## src/rtl/rpn_pilha_controle_if.sv

```systemverilog
// Handshake/data bundle between the RPN stack sequencer and its
// surroundings (button pulses in, ALU operands/result, status out).
interface rpn_pilha_controle_if #(
  parameter int LARGURA      = 8,
  parameter int PROFUNDIDADE = 4
);
  localparam int NW = $clog2(PROFUNDIDADE + 1);

  logic               enter_pulso;
  logic               executar_pulso;
  logic               limpar_pulso;
  logic [LARGURA-1:0] dado_entrada;
  logic [2:0]         codigo_op;
  logic [LARGURA-1:0] alu_resultado;
  logic [LARGURA-1:0] alu_a;
  logic [LARGURA-1:0] alu_b;
  logic [2:0]         alu_op;
  logic [LARGURA-1:0] topo;
  logic [NW-1:0]      nivel;
  logic               ocupado;
  logic               resultado_valido;
  logic               erro_overflow;
  logic               erro_underflow;

  modport master (
    output enter_pulso, executar_pulso, limpar_pulso, dado_entrada, codigo_op,
           alu_resultado,
    input  alu_a, alu_b, alu_op, topo, nivel, ocupado, resultado_valido,
           erro_overflow, erro_underflow
  );

  modport slave (
    input  enter_pulso, executar_pulso, limpar_pulso, dado_entrada, codigo_op,
           alu_resultado,
    output alu_a, alu_b, alu_op, topo, nivel, ocupado, resultado_valido,
           erro_overflow, erro_underflow
  );
endinterface

```

## src/rtl/rpn_pilha_controle.sv

```systemverilog
// RPN operand stack sequencer: pushes operands, feeds the two topmost
// entries to an external ALU and writes the result back in their place.
module rpn_pilha_controle #(
  parameter int LARGURA      = 8,
  parameter int PROFUNDIDADE = 4,
  parameter int LATENCIA_ALU = 1
) (
  input  logic                  clk,
  input  logic                  reset_n,
  rpn_pilha_controle_if.slave   bus
);
  localparam int NW = $clog2(PROFUNDIDADE + 1);
  localparam int IW = $clog2(PROFUNDIDADE);
  localparam int CW = $clog2(LATENCIA_ALU + 1);
  localparam logic [NW-1:0] CHEIO = NW'(PROFUNDIDADE);
  localparam logic [NW-1:0] DOIS  = NW'(2);

  typedef enum logic {OCIOSO, OPERA} estado_t;

  estado_t                              estado;
  logic [PROFUNDIDADE-1:0][LARGURA-1:0] pilha;
  logic [NW-1:0]                        nivel;
  logic [CW-1:0]                        cnt;
  logic [LARGURA-1:0]                   alu_a, alu_b;
  logic [2:0]                           alu_op;
  logic                                 ocupado, resultado_valido;
  logic                                 erro_overflow, erro_underflow;
  logic [IW-1:0]                        idx_livre, idx_topo, idx_seg;

  // Indices wrap when nivel is out of range; every use is guarded by nivel.
  assign idx_livre = IW'(nivel);
  assign idx_topo  = IW'(nivel - NW'(1));
  assign idx_seg   = IW'(nivel - DOIS);

  always_ff @(posedge clk or negedge reset_n) begin
    if (!reset_n) begin
      estado           <= OCIOSO;
      pilha            <= '0;
      nivel            <= '0;
      cnt              <= '0;
      alu_a            <= '0;
      alu_b            <= '0;
      alu_op           <= '0;
      ocupado          <= 1'b0;
      resultado_valido <= 1'b0;
      erro_overflow    <= 1'b0;
      erro_underflow   <= 1'b0;
    end else begin
      resultado_valido <= 1'b0;
      if (bus.limpar_pulso) begin
        // Aborts any in-flight operation; stack contents are left as-is.
        nivel          <= '0;
        erro_overflow  <= 1'b0;
        erro_underflow <= 1'b0;
        estado         <= OCIOSO;
        ocupado        <= 1'b0;
      end else begin
        case (estado)
          OCIOSO: begin
            if (bus.executar_pulso) begin
              if (nivel >= DOIS) begin
                alu_a   <= pilha[idx_seg];
                alu_b   <= pilha[idx_topo];
                alu_op  <= bus.codigo_op;
                cnt     <= CW'(LATENCIA_ALU);
                estado  <= OPERA;
                ocupado <= 1'b1;
              end else begin
                erro_underflow <= 1'b1;
              end
            end else if (bus.enter_pulso) begin
              if (nivel < CHEIO) begin
                pilha[idx_livre] <= bus.dado_entrada;
                nivel            <= nivel + NW'(1);
              end else begin
                erro_overflow <= 1'b1;
              end
            end
          end
          OPERA: begin
            cnt <= cnt - CW'(1);
            if (cnt == CW'(1)) begin
              pilha[idx_seg]   <= bus.alu_resultado;
              nivel            <= nivel - NW'(1);
              resultado_valido <= 1'b1;
              estado           <= OCIOSO;
              ocupado          <= 1'b0;
            end
          end
        endcase
      end
    end
  end

  assign bus.alu_a            = alu_a;
  assign bus.alu_b            = alu_b;
  assign bus.alu_op           = alu_op;
  assign bus.topo             = (nivel != '0) ? pilha[idx_topo] : '0;
  assign bus.nivel            = nivel;
  assign bus.ocupado          = ocupado;
  assign bus.resultado_valido = resultado_valido;
  assign bus.erro_overflow    = erro_overflow;
  assign bus.erro_underflow   = erro_underflow;
endmodule

```

## src/flat_wrapper.sv

```systemverilog
// flat-port wrapper written by rule: the top's interface ports become plain ports
module rpn_pilha_controle_flat 
#(
  parameter int LARGURA      = 8,
  parameter int PROFUNDIDADE = 4,
  parameter int LATENCIA_ALU = 1
)
  (clk, reset_n, bus_enter_pulso, bus_executar_pulso, bus_limpar_pulso, bus_dado_entrada, bus_codigo_op, bus_alu_resultado, bus_alu_a, bus_alu_b, bus_alu_op, bus_topo, bus_nivel, bus_ocupado, bus_resultado_valido, bus_erro_overflow, bus_erro_underflow);
  rpn_pilha_controle_if #(.LARGURA(LARGURA), .PROFUNDIDADE(PROFUNDIDADE)) bus_i ();
  input  logic clk;
  input  logic reset_n;
  input wire logic [$bits(bus_i.enter_pulso)-1:0] bus_enter_pulso;
  input wire logic [$bits(bus_i.executar_pulso)-1:0] bus_executar_pulso;
  input wire logic [$bits(bus_i.limpar_pulso)-1:0] bus_limpar_pulso;
  input wire logic [$bits(bus_i.dado_entrada)-1:0] bus_dado_entrada;
  input wire logic [$bits(bus_i.codigo_op)-1:0] bus_codigo_op;
  input wire logic [$bits(bus_i.alu_resultado)-1:0] bus_alu_resultado;
  output wire logic [$bits(bus_i.alu_a)-1:0] bus_alu_a;
  output wire logic [$bits(bus_i.alu_b)-1:0] bus_alu_b;
  output wire logic [$bits(bus_i.alu_op)-1:0] bus_alu_op;
  output wire logic [$bits(bus_i.topo)-1:0] bus_topo;
  output wire logic [$bits(bus_i.nivel)-1:0] bus_nivel;
  output wire logic [$bits(bus_i.ocupado)-1:0] bus_ocupado;
  output wire logic [$bits(bus_i.resultado_valido)-1:0] bus_resultado_valido;
  output wire logic [$bits(bus_i.erro_overflow)-1:0] bus_erro_overflow;
  output wire logic [$bits(bus_i.erro_underflow)-1:0] bus_erro_underflow;
  assign bus_i.enter_pulso = bus_enter_pulso;
  assign bus_i.executar_pulso = bus_executar_pulso;
  assign bus_i.limpar_pulso = bus_limpar_pulso;
  assign bus_i.dado_entrada = bus_dado_entrada;
  assign bus_i.codigo_op = bus_codigo_op;
  assign bus_i.alu_resultado = bus_alu_resultado;
  assign bus_alu_a = bus_i.alu_a;
  assign bus_alu_b = bus_i.alu_b;
  assign bus_alu_op = bus_i.alu_op;
  assign bus_topo = bus_i.topo;
  assign bus_nivel = bus_i.nivel;
  assign bus_ocupado = bus_i.ocupado;
  assign bus_resultado_valido = bus_i.resultado_valido;
  assign bus_erro_overflow = bus_i.erro_overflow;
  assign bus_erro_underflow = bus_i.erro_underflow;
  rpn_pilha_controle #(.LARGURA(LARGURA), .PROFUNDIDADE(PROFUNDIDADE), .LATENCIA_ALU(LATENCIA_ALU)) u_core (.clk(clk), .reset_n(reset_n), .bus(bus_i));
endmodule
```

## config.mk

```make
export PLATFORM = sky130hd
export DESIGN_NAME = rpn_pilha_controle_flat
export DESIGN_NICKNAME = d
export VERILOG_FILES = /design/src/rtl/rpn_pilha_controle_if.sv /design/src/rtl/rpn_pilha_controle.sv /design/src/flat_wrapper.sv
export SDC_FILE = /design/constraint.sdc
export NUM_CORES = 1
export LEC_CHECK = 0
export ABC_AREA = 1
export CORE_MARGIN = 2
export CORE_UTILIZATION = 25
export CTS_BUF_LIST = sky130_fd_sc_hd__clkbuf_8
export DETAILED_ROUTE_END_ITERATION = 7
export SLEW_MARGIN = 20
export SYNTH_ARGS = -nofsm -noshare
export SYNTH_HDL_FRONTEND = slang
export SYNTH_SLANG_ARGS = --single-unit
```

## constraint.sdc

```tcl
create_clock -name clk -period 3.2 [get_ports clk]
set_clock_uncertainty 0.15 [all_clocks]
set_input_delay 0.64 -clock clk [delete_from_list [all_inputs] [get_ports clk]]
set_output_delay 0.64 -clock clk [all_outputs]
set_load 0.005 [all_outputs]
```

==> run summary <==
The count of fill cells added during filler insertion came out at 1,557. Once detail routing completed, the nets flagged for antenna violations numbered 0. The relative area change from synthesis to final layout is 26.9%. Setup repair after global routing left no endpoint under its margin.

The number of cell rows is 44. The CTS buffer count came out at 9. The net count of the finished layout came out at ~580. The chip height is 125 µm. The share of total power dissipated in the clock network is between 20% and 30%. The startpoint identified for the worst register-to-register timing path is u_core.bus.nivel[0]$_DFFE_PN0P_.

The first global-routing pass estimated 17.3 mm of wire. Setup total negative slack on the finished layout was measured at 0 ns. The final global-route overflow total is 0. Of all nets on the critical path, the largest fanout is 8.

The number of top-level pins came out at 58. The timing-limited maximum frequency came out at 336 MHz. The number of DRC markers in iteration 0 is 373. The initial antenna violation count is 0.

Registers are responsible for 27.3% of the overall power. The post-route netlist has 8.75% of its cells at a drive strength greater than 1. The final cycle utilization of the critical path is 93.0%.

The design draws 4.27 mW. The depth of the worst register-to-register path came out at 7. Entering global routing, the biggest net connects 69 pins. The count of final hold-check violations came out at 0. Clock latency on the worst-skew pair, taken at its later pin, is 0.34 ns. The critical path in this run is classified as reg2out. After detailed routing, the total wire length is 10.5 mm.

The slew at the pin closest to its max-slew limit is 0.566 ns. Counting distinct cell types in the post-synthesis netlist gives 27. The area share of the largest cell type after synthesis came out at 41.3%.

The required time of the worst setup path came out at 2.41 ns. The HPWL reported at the end of detailed placement came out at 8.11 mm. The minimum clock period came out at 2.98 ns. The power per unit of standard cell area is 926 nW/µm². Setup violations remaining at the end of the flow were counted as 0. The count of clock tree sinks came out at 60. CTS built an H-tree with a depth of 3. The number of remaining DRC errors came out at 0. The buffer depth of the longest clock path is 2. The switching share of power came out at 41.2%. For this configuration, the core starts out at a cell density of approximately 25%. The number of hold buffers added after cts is 0. The combined global-route utilization of all metal layers is roughly 14%. Gates resized during post-CTS repair numbered 0.

The static leakage power came out at 2.18 nW. The synthesized net count is 533. The biggest area contributor in the post-synthesis netlist is dfrtp_1. The average instance area after synthesis came out at around 7.2 µm².

The signal on the critical path passes through inv_1, ha_4, buf_4, a21oi_1, o21ai_0, nand2_1, nor2_1, clkdlybuf4s50_1. Once placement finished, the instance area stood at 4330 µm². The cell area after synthesis came out at 3630 µm². The design internal power is 2.51 mW.

The clock root buffer is clkbuf_8. The total area of sequential cells came out at 1500 µm². Buffers placed on the I/O ports in this run total 57. In the routed layout, each cell is associated on average with a via count of between 4 and 5.

The capturing point of the worst reg2reg path is u_core.pilha[14]$_DFFE_PN0P_. The antenna cell count came out at 0. The post-synthesis register bit count is 60. For the worst setup path, the data arrival time is 2.19 ns. The number of instances in the synthesized netlist came out at between 500 and 600. The switching power of the nets came out at 1.76 mW. By area the synthesized netlist is led by dfrtp_1 (41%), nand2_1 (21%), nand4_1 (5.5%). The run finished with clean final reports.

During synthesis, Yosys emitted a total of 0 warnings. The combinational fraction of design power came out at between 50 and 60%. The number of global-route vias before repair was 3,295. The setup fix buffers added after clock tree synthesis came out at 0. At the end of routability-driven placement, the weighted congestion stood at 0.838. The peak supply drop is 0.245 mV. The endpoint kind of the worst setup timing path is an output pin. The worst relative slew slack came out at 62.3%. The setup check on the worst reg-to-reg path leaves a slack of 1.06 ns. In the final routed layout, each cell accounts on average for about 14 µm.

The sequential area share after synthesis came out at just over 40%. The clock slew at the register clock pins of the worst setup and hold paths came out at 0.07 ns. The full die area came out at ~16,000 µm². The first TritonRoute pass finished after 5 iterations. The worst hold path belongs to the class in2async.

With fillers left out, the area of the finished cells amounts to 4610 µm². The clock tree from TritonCTS is done. STA classifies the critical path startpoint as a flip-flop.

The footprint of the multi-input gates is 1850 µm². The overall die width is 125 µm. The final count of pins violating max slew is 0.

The core footprint is 14,400 µm². Summing over every cut layer, the via total after detailed routing is 3,529. For this run, the slowest stage of the critical path takes a little over 0.5 ns. The slowest stage of the critical path belongs to the cell clkdlybuf4s50_1.

The max-capacitance violation count came out at 0.
## per-stage QoR
step / hold WS, ns / utilization [%] / std cells / setup WS, ns
after global placement: 0.304 / 30.1 / 728 / 0.567
after detailed placement: 0.310 / 30.1 / 728 / 0.505
after global routing: 0.163 / 32.1 / 744 / 0.0146
after floorplan: 0.194 / - / 504 / 0.600
final: 0.141 / 32.1 / 744 / 0.222
after CTS: 0.143 / 32.0 / 744 / 0.112
## sequential cells by signal, summed over array words and instances, names as in the netlist
register                     cells
u_core.pilha                    32
u_core.bus.alu_a                 8
u_core.bus.alu_b                 8
u_core.bus.alu_op                3
u_core.bus.nivel                 3
u_core.bus.erro_overflow         1
u_core.bus.erro_underflow        1
u_core.bus.ocupado               1
u_core.bus.resultado_valido      1
u_core.cnt                       1
u_core.estado                    1
## metal layers
layer	vias up	track usage, %	routed length [µm]
met3	10	3.48	644
met5	-	0	0
met1	1622	20.7	5390
met2	126	19.4	4330
li1	1771	-	-
met4	0	3.70	121
## cells by family after synthesis
logic type | after synthesis | share of synthesized area [%]
and+or+nand+nor | 285 | 34.8
DFF | 60 | 41.3
adders and majority gates | 5 | 1.72
AOI/OAI and AO/OA | 94 | 13.9
buffers and inverters | 60 | 8.20
## cells in the final DEF, fill, tap and decap left out, types with 4 or more instances in the layout
master,n
nand2_1,205
dfrtp_1,60
clkdlybuf4s50_1,56
nand4_1,32
o21ai_0,31
inv_1,28
a21oi_1,26
o21ai_1,24
nand3_1,19
nor2_1,16
clkbuf_8,10
o211ai_1,8
buf_4,8
inv_2,7
ha_1,4
bufinv_16,4
## final cells by class
type                       instances  area share, %
timing repair buffer              66           13.8
inverter                          34           2.85
tap                              184           4.99
clock inverter                     6           2.77
sequential                        60           32.6
multi-input combinational        384           40.0
clock buffer                      10           2.98
## worst max-delay path, delay by kind of cell (launching register included)
family	cells	cell delay, ns
compound gates	2	0.16
fa+ha+maj	1	0.31
buf+inv	3	0.79
flops	1	0.36
simple gates	2	0.23
## power groups by stage
| stage | Combinational (mW) | Sequential [mW] | Clock (mW) |
|---|---|---|---|
| after floorplan | 1.37 | 1.14 | 0 |
| final | 2.20 | 1.16 | 0.909 |
| after detailed placement | 2.16 | 1.18 | 0 |
| after global routing | 2.47 | 1.20 | 0.963 |
| after CTS | 2.17 | 1.16 | 0.929 |
| after global placement | 2.13 | 1.17 | 0 |
## synthesized netlist by cell type
cell	instances
buf_6	5
nand2_4	1
o211ai_1	8
buf_2	13
a31oi_1	1
buf_1	1
nand2_8	1
nand2_2	3
nand3_1	19
inv_2	7
nor2_2	3
nor2_1	16
nand4_1	32
o21ai_2	3
clkbuf_1	2
inv_1	26
o31ai_1	1
o21ai_0	32
a21oi_1	26
nand3_4	3
dfrtp_1	60
o21ai_1	23
clkinv_1	1
nand2_1	205
buf_4	5
nand3_2	2
ha_1	5
## worst max path at each step
| stage | from | to | slack, ns | cells past startpoint |
|---|---|---|---|---|
| 2_1_floorplan | u_core.bus.nivel[1]$_DFFE_PN0P_ | bus_topo[1] | 0.60 | 10 |
| 3_3_place_gp | u_core.bus.nivel[0]$_DFFE_PN0P_ | bus_topo[7] | 0.57 | 8 |
| 3_5_place_dp | u_core.bus.nivel[0]$_DFFE_PN0P_ | bus_topo[1] | 0.50 | 8 |
| 4_1_cts | u_core.bus.nivel[1]$_DFFE_PN0P_ | bus_topo[1] | 0.11 | 8 |
| 5_1_grt | u_core.bus.nivel[0]$_DFFE_PN0P_ | bus_topo[6] | 0.01 | 8 |
| 6_report | u_core.bus.nivel[0]$_DFFE_PN0P_ | bus_topo[1] | 0.22 | 8 |
No activity file was read; power rests on OpenSTA's default activity.
